--- src/rtl/imem_loader_pkg.sv ---
`default_nettype none
// ============================================================================
// Module      : imem_loader_pkg
// Description : Shared types and constants for the instruction-memory loader:
//               FSM state encoding and the number of bytes per memory word.
// Revision    : 1.0 - initial release
// ============================================================================
package imem_loader_pkg;

    // Loader FSM states; explicit 3-bit encoding so the state register width
    // is fixed regardless of tool defaults.
    typedef enum logic [2:0] {
        ST_IDLE  = 3'd0,
        ST_RECV  = 3'd1,
        ST_WRITE = 3'd2,
        ST_DONE  = 3'd3,
        ST_ERR   = 3'd4
    } state_t;

    localparam int BYTES_PER_WORD = 4;

endpackage : imem_loader_pkg
`default_nettype wire

--- src/rtl/imem_loader_word_assembler.sv ---
`default_nettype none
// ============================================================================
// Module      : word_assembler
// Description : Packs a byte stream into 32-bit words, little-endian. The
//               first byte of a word ends in bits 7:0, the last in 31:24.
//               last_byte flags that the next accepted byte completes a word.
// Revision    : 1.0 - initial release
// ============================================================================
module word_assembler
    import imem_loader_pkg::*;
(
    input  logic        clk,
    input  logic        reset,
    input  logic        clear,
    input  logic        shift_en,
    input  logic [7:0]  byte_in,
    output logic [31:0] word,
    output logic        last_byte
);

    logic [31:0] shift_q, shift_d;
    logic [1:0]  byte_cnt_q, byte_cnt_d;

    // Next-state for the shift register and byte counter. New bytes enter at
    // the top, so after four shifts the first byte sits in bits 7:0. The
    // 2-bit counter wraps naturally back to 0 on the fourth byte.
    always_comb begin
        shift_d    = shift_q;
        byte_cnt_d = byte_cnt_q;
        if (clear) begin
            shift_d    = 32'h0;
            byte_cnt_d = 2'd0;
        end else if (shift_en) begin
            shift_d    = {byte_in, shift_q[31:8]};
            byte_cnt_d = byte_cnt_q + 2'd1;
        end
    end

    // Assembly state registers with asynchronous clear.
    always_ff @(posedge clk or posedge reset) begin
        if (reset) begin
            shift_q    <= 32'h0;
            byte_cnt_q <= 2'd0;
        end else begin
            shift_q    <= shift_d;
            byte_cnt_q <= byte_cnt_d;
        end
    end

    assign word      = shift_q;
    assign last_byte = (byte_cnt_q == 2'(BYTES_PER_WORD - 1));

endmodule : word_assembler
`default_nettype wire

--- src/rtl/imem_loader.sv ---
`default_nettype none
// ============================================================================
// Module      : imem_loader
// Description : Receives a byte stream, packs it into 32-bit words and writes
//               them to instruction memory from address 0 upward, holding the
//               core in reset until the requested number of words is loaded.
// Revision    : 1.0 - initial release
// ============================================================================
module imem_loader
    import imem_loader_pkg::*;
#(
    parameter int SIZE = 1024
) (
    input  logic        clk,
    input  logic        reset,
    input  logic        start,
    input  logic [15:0] n_words,
    input  logic [7:0]  in_data,
    input  logic        in_valid,
    output logic        in_ready,
    output logic        mem_we,
    output logic [31:0] mem_a,
    output logic [31:0] mem_wd,
    output logic        busy,
    output logic        done,
    output logic        err,
    output logic        cpu_reset
);

    localparam logic [31:0] SIZE_U = 32'(SIZE);

    state_t      state_q, state_d;
    logic [15:0] count_q, count_d;
    logic [15:0] word_idx_q, word_idx_d;

    logic        asm_clear;
    logic        asm_shift;
    logic [31:0] asm_word;
    logic        asm_last;
    logic        start_ok;
    logic [16:0] word_idx_inc;

    assign start_ok     = (n_words != 16'd0) && ({16'h0, n_words} <= SIZE_U);
    assign word_idx_inc = {1'b0, word_idx_q} + 17'd1;

    word_assembler u_word_assembler (
        .clk       (clk),
        .reset     (reset),
        .clear     (asm_clear),
        .shift_en  (asm_shift),
        .byte_in   (in_data),
        .word      (asm_word),
        .last_byte (asm_last)
    );

    // Next-state logic: session start/validation, byte acceptance, and the
    // single-cycle write that advances the word index.
    always_comb begin
        state_d    = state_q;
        count_d    = count_q;
        word_idx_d = word_idx_q;
        asm_clear  = 1'b0;
        asm_shift  = 1'b0;
        unique case (state_q)
            ST_IDLE, ST_DONE, ST_ERR: begin
                if (start) begin
                    asm_clear  = 1'b1;
                    count_d    = n_words;
                    word_idx_d = 16'd0;
                    state_d    = start_ok ? ST_RECV : ST_ERR;
                end
            end
            ST_RECV: begin
                if (in_valid) begin
                    asm_shift = 1'b1;
                    if (asm_last) begin
                        state_d = ST_WRITE;
                    end
                end
            end
            ST_WRITE: begin
                word_idx_d = word_idx_inc[15:0];
                state_d    = (word_idx_inc == {1'b0, count_q}) ? ST_DONE : ST_RECV;
            end
            default: begin
                state_d = ST_IDLE;
            end
        endcase
    end

    // FSM, latched word count and address counter.
    always_ff @(posedge clk or posedge reset) begin
        if (reset) begin
            state_q    <= ST_IDLE;
            count_q    <= 16'd0;
            word_idx_q <= 16'd0;
        end else begin
            state_q    <= state_d;
            count_q    <= count_d;
            word_idx_q <= word_idx_d;
        end
    end

    // Moore output decode; memory bus is driven only during the write cycle.
    always_comb begin
        in_ready  = (state_q == ST_RECV);
        mem_we    = (state_q == ST_WRITE);
        mem_a     = 32'h0;
        mem_wd    = 32'h0;
        busy      = (state_q == ST_RECV) || (state_q == ST_WRITE);
        done      = (state_q == ST_DONE);
        err       = (state_q == ST_ERR);
        cpu_reset = (state_q != ST_DONE);
        if (state_q == ST_WRITE) begin
            mem_a  = {14'h0, word_idx_q, 2'b00};
            mem_wd = asm_word;
        end
    end

endmodule : imem_loader
`default_nettype wire

--- config.mk ---
export PLATFORM = sky130hd
export DESIGN_NAME = imem_loader
export DESIGN_NICKNAME = d
export VERILOG_FILES = /design/src/rtl/imem_loader_pkg.sv /design/src/rtl/imem_loader_word_assembler.sv /design/src/rtl/imem_loader.sv
export SDC_FILE = /design/constraint.sdc
export NUM_CORES = 1
export LEC_CHECK = 0
export ABC_AREA = 0
export BUFFER_PORTS_ARGS = -buffer_cell sky130_fd_sc_hd__buf_2
export CAP_MARGIN = 20
export CORE_UTILIZATION = 40
export CTS_BUF_LIST = sky130_fd_sc_hd__clkbuf_8 sky130_fd_sc_hd__clkbuf_16
export DETAILED_ROUTE_END_ITERATION = 10
export SLEW_MARGIN = 10
export SYNTH_ARGS = -nofsm -noshare
export SYNTH_HDL_FRONTEND = slang
export SYNTH_SLANG_ARGS = --single-unit
--- constraint.sdc ---
create_clock -name clk -period 2.4 [get_ports clk]
set_input_delay 0.48 -clock clk [delete_from_list [all_inputs] [get_ports clk]]
set_output_delay 0.48 -clock clk [all_outputs]
set_load 0.05 [all_outputs]
==> results of run 1 <==
[layout make-up]
type	count	area (um2)
clock inverter	4	53.8
inverter	7	30.0
sequential	69	1730
tap	133	166
multi-input combinational	379	2050
timing repair buffer	98	743
fill	938	4830
clock buffer	12	165
[flip-flops by register name (all words and copies together), names as in the netlist]
register                     cells
count_q                         16
state_q                          3
u_word_assembler.byte_cnt_q      2
u_word_assembler.word           32
word_idx_q                      16
[worst min-delay path by stage]
stage,endpoint,cells past startpoint
final,u_word_assembler.word[29]$_DFFE_PP0P_,2
after global routing,u_word_assembler.word[25]$_DFFE_PP0P_,2
after CTS,u_word_assembler.word[29]$_DFFE_PP0P_,2
after detailed placement,count_q[0]$_DFFE_PP0P_,2
after global placement,count_q[9]$_DFFE_PP0P_,2
after floorplan,count_q[13]$_DFFE_PP0P_,2
[cells in the mapped netlist, types with 2 or more instances]
cell type  count
and3_2         2
ha_1           2
a21oi_1       37
xnor2_1       18
nand4_1        6
nand3_1        9
xor2_1         9
and2_1        52
nor3_1         3
clkbuf_1      23
and3_1         4
a31oi_1        5
nor2_1        16
o21ai_0       28
nor3b_1        2
buf_6          4
o31ai_1        3
nor4_1         3
mux2i_1        2
dfrtp_1       69
buf_4         17
nand2_1      135
inv_1          7
o21a_1         2
nand2b_1       2
[through the flow]
stage                     setup WS, ns  area, um2  utilization
final                           0.0628       4940        0.505
after global routing           -0.0219       4940        0.505
after CTS                    -0.000646       4860        0.497
after detailed placement         0.283       4510        0.462
after global placement           0.286       4510        0.462
after floorplan                 0.0313       4090            -
[where the power goes]
group / internal, mW / switching (mW)
Clock: 0.569 / 0.472
Combinational: 0.0820 / 0.177
Sequential: 1.19 / 0.0289
Total: 1.84 / 0.679
[layer usage]
| metal | vias up | global-route usage |
|---|---|---|
| li1 | 1724 | - |
| met1 | 1663 | 0.271 |
| met2 | 88 | 0.329 |
| met3 | 8 | 0.0410 |
| met4 | 0 | 0.0582 |
| met5 | - | 0 |
[kinds of logic after synthesis]
logic type	count (synthesis)
DFF	69
adders and majority gates	2
muxes	2
xor gates and xnor gates	27
and+or+nand+nor	245
buffers and inverters	54
other	1
AOI/OAI and AO/OA	87
[worst register-to-register path, delay by kind of cell (launching register included)]
family / cells / cell delay [ns]
flops: 1 / 0.39
compound gates: 2 / 0.56
simple gates: 3 / 0.69
fa+ha+maj: 1 / 0.26
xor+xnor: 1 / 0.15
[repair_timing]
action	in CTS	in global routing
setup endpoints to repair	47	49
setup buffers	0	1
resized for setup	50	20
==> run metrics, run 1 <==
status=completed; Mapped Area=~4000 um2; Compound-Gate Fraction of Synth Area=0.125; CP cell instances=nand2b_1 > or2_2 > inv_2 > buf_12 > and2_1 > buf_6; vias in the first global route=around 3200; placed insts=approximately 690; Startpoint Class=flip-flop; crit path max-delay cell type=dfrtp_1; Slew headroom=0.459; Cell Rows=36; initial drt markers=just under 200; Tcrit/Tclk final=0.974; peak supply drop=293 uV; adder-cell share of the synthesized area=0.00621; CTS clk-pin slew, worst paths=about 0.080 ns; maxcap violations=0; Routed met2 length=around 5 mm; Clock Tree Root=clkbuf_8; met3 wire len=around 400 um; Final Hold Violating Endpoints=0; crit path to=mem_wd[20]; Synth warnings=0; Max Transition Viols Final=0; layout cells sized above 1=0.234; Post-route DRC=0; CP Max Fanout=33; WS Path Type=reg -> out; synthesis-stage register bit count=69; port bufs=a little over 80; Sum Neg Setup Slack=0 ns; commonest non-fill, non-tap cells in the layout=134 x nand2_1, 69 x dfrtp_1, 51 x and2_1; Final #Nets=between 500 and 600; P_leak=2.33 nW; Slew @ Worst Pin=0.808 ns; Detailed Routing Iterations Pass 1=4; total track usage=0.202; Reg-to-Reg End=state_q[1]$_DFFE_PP0P_; hold buffers post-CTS=0; PwrDens=around 510 nW/um2; DIE WIDTH=slightly above 100 um; Vias/cell=4.96; Simple-Gate Fraction of Synth Area=0.299; clk sinks=approximately 70; Synth async-reset ratio=1.00; # H-tree levels=3; hpwl dp=6.80 mm; RSZ-0062 raised after global routing=yes; first-pass GRT wire length=~16 mm; Routed Antenna Nets=0; Synth area leader=dfrtp_1; maximum number of pins on one net before global-route repair=52; chip height=102 um; vias post-DR=approximately 3500; die area=~10000 um2; Post-synth EDFFs=0; commonest non-fill, non-tap cell in the layout=nand2_1; delay of the slowest critical-path stage=between 0.4 and 0.5 ns; ys flop type=dfrtp_1; power consumption=about 2.5 mW; Hold Crit Class=in -> async; reg2reg setup slack=approximately 0.25 ns; Fin Hold WS=about 0.19 ns; Post-Synth XOR/XNOR Area=0.0587; global placer's final weighted congestion=about 0.82; IO Pins=98; clk_lat worst skew=between 0.3 and 0.4 ns; post-synthesis sequential area ratio=0.429; CTS max path bufs=2; Synth top area share=0.429; Syn Area/Cell=roughly 8.3 um2; Setup violations, final=0; core area=about 9800 um2; Worst Setup End Kind=primary output; Tmin final=around 2.3 ns; cts bufs inserted=9; largest family of logic cells by synthesized area=simple AND/OR/NAND/NOR gates; number of inserted diodes=0; routed len/inst=about 14 um; Initial Util=0.412; final wirelength=between 9 and 10 mm; Layout Skew=0.0142 ns; TritonCTS clock tree=yes; multiplexer share of the synthesized area=0.00497; Area Overhead vs Synth=22.6%; M1 wire length=between 4 and 5 mm; Crit path required time=1.92 ns; worst-case reg-to-reg path depth=7; initial antenna violation count=0; Worst Setup SP=state_q[2]$_DFFE_PP0P_; max layer used=met4; fin cells=roughly 700; CP arrival=approximately 1.9 ns; Achievable Freq=between 0.4 and 0.5 GHz; Synth area leaders=dfrtp_1 43%, nand2_1 13%, and2_1 8.1%, a21oi_1 4.6%, xnor2_1 3.9%; CP Depth=6; worst r2r src=word_idx_q[0]$_DFFE_PP0P_; gr ovfl total=0; Buf+Inv Stages, Crit Path=3; post-synthesis cell type count=52; CP delay by family, top=simple AND/OR/NAND/NOR gates; Syn Inst Count=just under 500
Note: power is estimated with default switching activity, not from simulation.
==> run 2, diff against run 1 <==
- CELL_PAD_IN_SITES_DETAIL_PLACEMENT: default -> 1
- CELL_PAD_IN_SITES_GLOBAL_PLACEMENT: default -> 1
- CORE_UTILIZATION: 40 -> 39
- PLACE_DENSITY_LB_ADDON: default -> 0.1
==> run metrics, run 2 (synthesis gave the netlist of run 1 again) <==
Hold Crit Class=in -> reg (was in -> async); vias post-DR=3590 (was 3483); initial antenna violation count=2 (was 0); first-pass GRT wire length=18.8 mm (was 16.1 mm); final wirelength=11.3 mm (was 9.83 mm); Hold Path Origin=n_words[6]; TritonCTS clock tree=yes (unchanged); Layout Skew=0.0130 ns (was 0.0142 ns); design area=5120 um2 (was 4940 um2); power consumption=2.67 mW (was 2.52 mW); port bufs=81 (unchanged); Worst Setup SP=state_q[2]$_DFFE_PP0P_ (unchanged); PwrDens=522 nW/um2 (was 511 nW/um2); layout cells sized above 1=0.244 (was 0.234); DIE WIDTH=104 um (was 102 um); Area Overhead vs Synth=27.0% (was 22.6%); Slew headroom=0.575 (was 0.459); RSZ-0062 raised after global routing=no (was yes); # H-tree levels=3 (unchanged); routed len/inst=16.1 um (was 14.0 um); Worst Setup End Kind=primary output (unchanged); CTS clk-pin slew, worst paths=0.09 ns (was 0.08 ns); register share of total power=0.457 (was 0.484); Final #Nets=596 (was 594); vias in the first global route=3746 (was 3182); core area=9910 um2 (was 9770 um2); P_leak=2.38 nW (was 2.33 nW); CTS max path bufs=2 (unchanged); initial drt markers=77 (was 197); Clock Tree Root=clkbuf_8 (unchanged); Sum Neg Setup Slack=0 ns (unchanged); total track usage=0.220 (was 0.202); Vias/cell=5.10 (was 4.96); commonest non-fill, non-tap cell in the layout=nand2_1 (unchanged); Post-route DRC=0 (unchanged); Slew @ Worst Pin=0.631 ns (was 0.808 ns); Final Worst Setup Slack=0.114 ns (was 0.0628 ns); Crit path required time=1.92 ns (about the same); Final Hold Violating Endpoints=0 (unchanged); Routed Antenna Nets=0 (unchanged); CP Max Fanout=33 (unchanged); Tmin final=2.29 ns (was 2.34 ns); Net Sw Frac=0.254 (was 0.269); Detailed Routing Iterations Pass 1=4 (unchanged); switching power=679 uW (about the same); CP arrival=1.81 ns (was 1.86 ns); Logic pwr share=0.097 (was 0.103); cts bufs inserted=9 (unchanged); peak supply drop=412 uV (was 293 uV); Cell Rows=36 (unchanged); clk sinks=69 (unchanged); clk_lat worst skew=0.35 ns (about the same); placed cell areas=4530 um2 (was 4510 um2); maximum number of pins on one net before global-route repair=52 (unchanged); Initial Util=0.407 (was 0.412); status=completed (unchanged); WS Path Type=reg -> out (unchanged); worst r2r src=word_idx_q[1]$_DFFE_PP0P_ (was word_idx_q[0]$_DFFE_PP0P_); IO Pins=98 (unchanged); gr ovfl total=0 (unchanged); chip height=104 um (was 102 um); maxcap violations=0 (unchanged); global placer's final weighted congestion=0.780 (was 0.824); hpwl dp=7.77 mm (was 6.80 mm); commonest non-fill, non-tap cells in the layout=134 x nand2_1, 68 x dfrtp_1, 49 x and2_1 (was 134 x nand2_1, 69 x dfrtp_1, 51 x and2_1); Tcrit/Tclk final=0.953 (was 0.974); Achievable Freq=0.437 GHz (was 0.428 GHz); Clk pwr share=0.446 (was 0.413); die area=10700 um2 (was 10500 um2); dpl ws=0.0394 ns (was 0.283 ns); Setup violations, final=0 (unchanged); Int Power=1.99 mW (was 1.84 mW); Largest register FFs=32 (unchanged); Startpoint Class=flip-flop (unchanged); Max Transition Viols Final=0 (unchanged); Finished Core Util=0.516 (was 0.505)
-- run 2: worst max-delay path, stage by stage (launching register included) --
cell and delay, ns:
dfrtp_1 0.41, nand2b_1 0.17, or2_4 0.25, clkinvlp_4 0.12
buf_12 0.17, and2_1 0.17, buf_6 0.16
-- run 2: final cells by class --
| class | instances | area [um2] |
|---|---|---|
| Fill cell | 1194 | 4790 |
| Clock inverter | 5 | 108 |
| Timing Repair Buffer | 100 | 863 |
| Antenna cell | 1 | 2.50 |
| Tap cell | 133 | 166 |
| Clock buffer | 10 | 138 |
| Sequential cell | 69 | 1730 |
| Inverter | 7 | 33.8 |
| Multi-Input combinational cell | 379 | 2080 |
-- run 2: worst paths after layout --
| path | end | slack (ns) | depth (start not counted) |
|---|---|---|---|
| max in group asynchronous | count_q[9]$_DFFE_PP0P_ | 1.15 | 4 |
| min in group asynchronous | u_word_assembler.word[30]$_DFFE_PP0P_ | 0.56 | 3 |
| setup reg to reg | state_q[1]$_DFFE_PP0P_ | 0.19 | 7 |
| hold reg to reg | count_q[4]$_DFFE_PP0P_ | 0.50 | 2 |
| setup / recovery | mem_wd[7] | 0.11 | 6 |
| hold / removal | count_q[6]$_DFFE_PP0P_ | 0.34 | 3 |
-- run 2: per-stage QoR --
step                      std cells  hold WS, ns
after floorplan                 502        0.465
after global placement          686        0.357
after detailed placement        686        0.363
after CTS                       703        0.325
after global routing            703        0.342
final                           704        0.339
-- run 2: timing repair --
action | in CTS | in global routing
endpoints found under the setup margin | 45 | 57
pin swaps | 0 | 0
hold buffers | 1 | 0
resized for setup | 45 | 63
hold endpoints to repair | 4 | 0
buffers inserted | 1 | 0
-- run 2: layer usage --
metal | vias to the layer above | track usage | share of wire
met4 | 0 | 0.0849 | 0.020
met2 | 64 | 0.391 | 0.52
met3 | 18 | 0.0371 | 0.029
met5 | - | 0 | 0
li1 | 1729 | - | -
met1 | 1779 | 0.266 | 0.43
-- run 2: power groups by stage --
| stage | clock (mW) | sequential (mW) | combinational [mW] |
|---|---|---|---|
| finish | 1.19 | 1.22 | 0.259 |
| global route | 1.26 | 1.22 | 0.288 |
| CTS | 1.21 | 1.22 | 0.263 |
| detailed placement | 0 | 1.24 | 0.261 |
| global placement | 0 | 1.24 | 0.255 |
| floorplan | 0 | 1.24 | 0.211 |
